`src/rtl/uart_tx_ser.sv`:
```
// UART transmit serializer.
// Accepts a parallel word over valid/ready and shifts it out LSB-first on txd:
// start bit, WORD_WIDTH data bits, optional parity bit, then one or two stop
// bits. Every bit lasts OVERSAMPLING pulses of the shared baud tick.
module uart_tx_ser #(
    parameter int WORD_WIDTH   = 8,
    parameter int OVERSAMPLING = 16
) (
    input  logic                  clk,
    input  logic                  rst_n,
    input  logic                  tick,
    input  logic [WORD_WIDTH-1:0] din,
    input  logic                  valid,
    output logic                  ready,
    input  logic                  parity_en,
    input  logic                  parity_odd,
    input  logic                  stop2,
    output logic                  txd,
    output logic                  done,
    output logic                  active
);

    localparam int TW = $clog2(OVERSAMPLING);
    localparam int BW = $clog2(WORD_WIDTH + 1);

    localparam logic [TW-1:0] TICK_LAST = TW'(OVERSAMPLING - 1);
    localparam logic [BW-1:0] BIT_LAST  = BW'(WORD_WIDTH - 1);

    typedef enum logic [2:0] {
        IDLE,
        START,
        DATA,
        PARITY,
        STOP
    } state_t;

    state_t                state;
    logic [TW-1:0]         tick_ctr;
    logic [BW-1:0]         bit_ctr;
    logic                  stop_ctr;
    logic [WORD_WIDTH-1:0] shift;
    logic [WORD_WIDTH-1:0] shift_next;
    logic                  parity_bit;
    logic                  parity_en_q;
    logic                  stop2_q;

    // Next data bit is the LSB of the shifted word; written this way so a
    // one-bit word does not index past the top of the register.
    assign shift_next = shift >> 1;

    // Handshake and activity flags follow the registered state directly.
    assign ready  = (state == IDLE);
    assign active = (state != IDLE);

    // Frame sequencer: latches the word on acceptance, then advances one bit
    // every OVERSAMPLING ticks; txd and done are driven straight from flops.
    always_ff @(posedge clk or negedge rst_n) begin
        if (!rst_n) begin
            // NOTE: async reset forces the line idle at once; every state flop
            // is updated with <= so all of them see pre-edge values.
            state       <= IDLE;
            txd         <= 1'b1;
            done        <= 1'b0;
            tick_ctr    <= '0;
            bit_ctr     <= '0;
            stop_ctr    <= 1'b0;
            shift       <= '0;
            parity_bit  <= 1'b0;
            parity_en_q <= 1'b0;
            stop2_q     <= 1'b0;
        end else begin
            done <= 1'b0;
            if (state == IDLE) begin
                txd <= 1'b1;
                // Ticks are ignored here, including one in the acceptance cycle.
                if (valid) begin
                    shift       <= din;
                    parity_bit  <= (^din) ^ parity_odd;
                    parity_en_q <= parity_en;
                    stop2_q     <= stop2;
                    tick_ctr    <= TICK_LAST;
                    txd         <= 1'b0;
                    state       <= START;
                end
            end else if (tick) begin
                if (tick_ctr != '0) begin
                    tick_ctr <= tick_ctr - 1'b1;
                end else begin
                    // End of the current bit period.
                    tick_ctr <= TICK_LAST;
                    case (state)
                        START: begin
                            state   <= DATA;
                            txd     <= shift[0];
                            bit_ctr <= '0;
                        end
                        DATA: begin
                            shift   <= shift_next;
                            bit_ctr <= bit_ctr + 1'b1;
                            if (bit_ctr == BIT_LAST) begin
                                if (parity_en_q) begin
                                    state <= PARITY;
                                    txd   <= parity_bit;
                                end else begin
                                    state    <= STOP;
                                    txd      <= 1'b1;
                                    stop_ctr <= 1'b0;
                                end
                            end else begin
                                txd <= shift_next[0];
                            end
                        end
                        PARITY: begin
                            state    <= STOP;
                            txd      <= 1'b1;
                            stop_ctr <= 1'b0;
                        end
                        STOP: begin
                            if (stop2_q && !stop_ctr) begin
                                stop_ctr <= 1'b1;
                            end else begin
                                state <= IDLE;
                                done  <= 1'b1;
                            end
                        end
                        default: begin
                            state <= IDLE;
                            txd   <= 1'b1;
                        end
                    endcase
                end
            end
        end
    end

endmodule

```
`config.mk`:
```
export PLATFORM = sky130hd
export DESIGN_NAME = uart_tx_ser
export DESIGN_NICKNAME = d
export VERILOG_FILES = /design/src/rtl/uart_tx_ser.sv
export SDC_FILE = /design/constraint.sdc
export NUM_CORES = 1
export LEC_CHECK = 0
export ABC_AREA = 1
export CELL_PAD_IN_SITES_DETAIL_PLACEMENT = 0
export CELL_PAD_IN_SITES_GLOBAL_PLACEMENT = 2
export CORE_ASPECT_RATIO = 1.5
export CORE_MARGIN = 4
export CORE_UTILIZATION = 34
export CTS_CLUSTER_SIZE = 14
export DETAILED_ROUTE_END_ITERATION = 16
export PLACE_DENSITY = 0.88
export SETUP_SLACK_MARGIN = 0.3
export SYNTH_ARGS = -nofsm -noshare
export SYNTH_HDL_FRONTEND = slang
export SYNTH_SLANG_ARGS = --single-unit
```
`constraint.sdc`:
```
create_clock -name clk -period 3.15 [get_ports clk]
set_input_delay 0.63 -clock clk [delete_from_list [all_inputs] [get_ports clk]]
set_output_delay 0.63 -clock clk [all_outputs]
set_load 0.01 [all_outputs]
```
==> results.toml <==
[die]
std_cell_rows = 29
die-area_sq_mm = 0.00563
ioPinCount = 19
die_height_um = 89.9
coreArea_sq_mm = 0.00428
die-width_um = 62.6
starting_density = 0.355

[timing]
timing.fmax_ghz = 0.421
fin_setup_tns_ps = 0
fin_hold_ws_ps = 468
finalHoldViolations = 0
report.final.setup_viol = 0
worst_slew_margin_rel = 0.782
final_min_period_over_clock_period = 0.754
final_period_minus_worst_setup_slack_ps = 2380
rsz0062_at_grt = "no"
number_of_max_slew_violations_in_the_final_report = 0
tightestPinTransition_ps = 327
worst_clock_skew_ps = 8.07

[grt]
groute.layer.met3.usage = 0.0137
wire_length_of_the_first_global_routing_pass_um = 5180
global_route.overflow_total = 0
grt_use_met1 = 0.135
global_route.usage.met2 = 0.199
globalRouteTotalUtil = 0.114
first_global_vias = 1192
grt_antenna_before_repair = 0
busiest_layer = "met2"
grt_max_degree = 26

[clock_tree]
tritoncts = "built"
num_clock_sinks = 25
insertion_delay_ps = 270
cts.root.buffer_cell = "clkbuf_8"
post_cts_hold_buffer_count = 0
cts_made_buffers = 3
postCtsResizedCells = 0
cts_max_path_buffers = 2
cts_setup_buffers = 0
clock_tree.htree_level_count = 1
clkTransAtPathRegs_ps = 90

[yosys]
synth.avg_cell_area_sq_um = 7.88
synth_area_sq_mm = 0.00152
yosysSeqAreaShare = 0.412
syn_nets = 210
synth-warning-count = 0
synth_async_sr_flop_share = 1.00
netlist-cell-type-count = 31
ys.flop_type = "dfrtp_1"
edff_count_synth = 0
post_synth_inst_count = 193
number_of_register_bits_inferred_by_synthesis = 25

[pwr]
power.total_mw = 1.36
ir_drop_mv = 0.217
power.density_mw_per_mm2 = 773
static_leak_nw = 0.855

[run]
cap_viol_max_count = 0

[finish]
finalInstanceArea_sq_mm = 0.00176
commonest_cells_after_routing_fill_and_taps_aside = "nand2_1 (63), dfrtp_1 (24), inv_1 (22)"
layout.cells.most_common = "nand2_1"
num-nets-final = 231
antenna_fix_cells = 0
layout_area_overhead_pct = 15.7
post_route_cells_drive_above_1_share = 0.127

[place]
postPlaceCellArea_sq_mm = 0.00171
detailed_place_hpwl_um = 2410
port-buffer-count = 18
gp_congestion = 0.743

[drt]
vias = 1264
drt_drc_violations_left = 0
detailedRoute.firstPassIterationCount = 4
wl_per_cell_um = 11.9
detail_route.iter0.violations = 26
drtAntennaViolNets = 0
drt_wl_total_um = 3090
vias_per_cell = 4.88

[worst_setup_path]
timing.critical_path.required_ps = 2520
criticalPathCategory = "reg -> out"
r2r_slack_ps = 1480
timing.critical_path.fanout_max = 14
setup_crit_start_kind = "flip-flop"
crit_path_end_kind = "output port"
cp_data_arrival_time_ps = 1750

[run_status]
outcome = "completed"

[worst_hold_path]
min-delay-path-class = "reg -> reg"
==> metal layers <==
| layer | routed length [um] | up-vias |
|---|---|---|
| met5 | 0 | - |
| met1 | 1350 | 576 |
| met2 | 1600 | 26 |
| li1 | - | 658 |
| met3 | 78 | 4 |
| met4 | 63 | 0 |
==> synthesized netlist by cell type, types with 2 or more instances <==
cell	instances	area, sq um
nand2_2	2	12.5
xnor2_1	2	17.5
a31oi_1	5	31.3
o21ai_2	2	17.5
o21ai_1	5	25.0
o31ai_1	3	22.5
inv_1	22	82.6
o21ai_0	7	35.0
dfrtp_1	24	601
inv_2	6	22.5
xor2_1	3	26.3
ha_1	2	25.0
nand3_1	16	80.1
nand2_1	63	236
buf_12	2	40.0
nor2_2	2	12.5
nor2_1	10	37.5
nor2_4	2	22.5
o211ai_2	2	25.0
a21oi_1	2	10.0
==> power breakdown <==
| group | internal, mW | switching (mW) |
|---|---|---|
| logic | 0.244 | 0.396 |
| registers | 0.443 | 0.0810 |
| clock network | 0.0906 | 0.104 |
| total | 0.778 | 0.582 |
==> kinds of logic (layout without fill, tap and decap cells) <==
kind of cell | after synthesis | in the layout | synth area share
simple gates | 99 | 99 | 0.299
buf+inv | 32 | 52 | 0.109
xor+xnor | 5 | 5 | 0.0288
flops | 25 | 25 | 0.412
compound gates | 30 | 30 | 0.135
fa+ha+maj | 2 | 2 | 0.0165
==> state kept, by name (all words and copies together) (netlist names) <==
register and flops:
bit_ctr 4, done 1, parity_bit 1, parity_en_q 1
shift 8, state 3, stop2_q 1, stop_ctr 1
tick_ctr 4, txd 1
==> stage by stage <==
| stage | std cells | util | worst slack (ps) |
|---|---|---|---|
| after global placement | 255 | 0.400 | 1100 |
| after floorplan | 193 | - | 1580 |
| after detailed placement | 255 | 0.400 | 1080 |
| after global routing | 259 | 0.411 | 693 |
| final | 259 | 0.411 | 775 |
| after CTS | 259 | 0.411 | 758 |
==> final cells by class <==
| cell class | instances | area, sq um |
|---|---|---|
| fillers | 476 | 2520 |
| multi-input cells | 136 | 728 |
| flip-flops and latches | 25 | 627 |
| repair buffers | 19 | 188 |
| inverters | 29 | 114 |
| well taps | 46 | 57.6 |
| clock buffers | 4 | 45.0 |
==> worst max-delay path, cell delays in order, from the launching register on <==
cell and delay [ps]:
dfrtp_1 450, inv_2 110, nand3_4 170, inv_6 180, clkdlybuf4s50_1 560
==> path summary, 6_finish.rpt <==
check                      cells after the start                      end               startpoint
max reg2reg                                    8     shift[5]$_DFFE_PN0P_  tick_ctr[0]$_DFFE_PN0P_
max                                            4                    ready     state[0]$_DFFE_PN0P_
min reg2reg                                    2          txd$_DFFE_PN1P_          txd$_DFFE_PN1P_
min in group asynchronous                      2  tick_ctr[0]$_DFFE_PN0P_                    rst_n
max in group asynchronous                      2          txd$_DFFE_PN1P_                    rst_n
min                                            2          txd$_DFFE_PN1P_          txd$_DFFE_PN1P_
No activity file was read; power rests on OpenSTA's default activity.
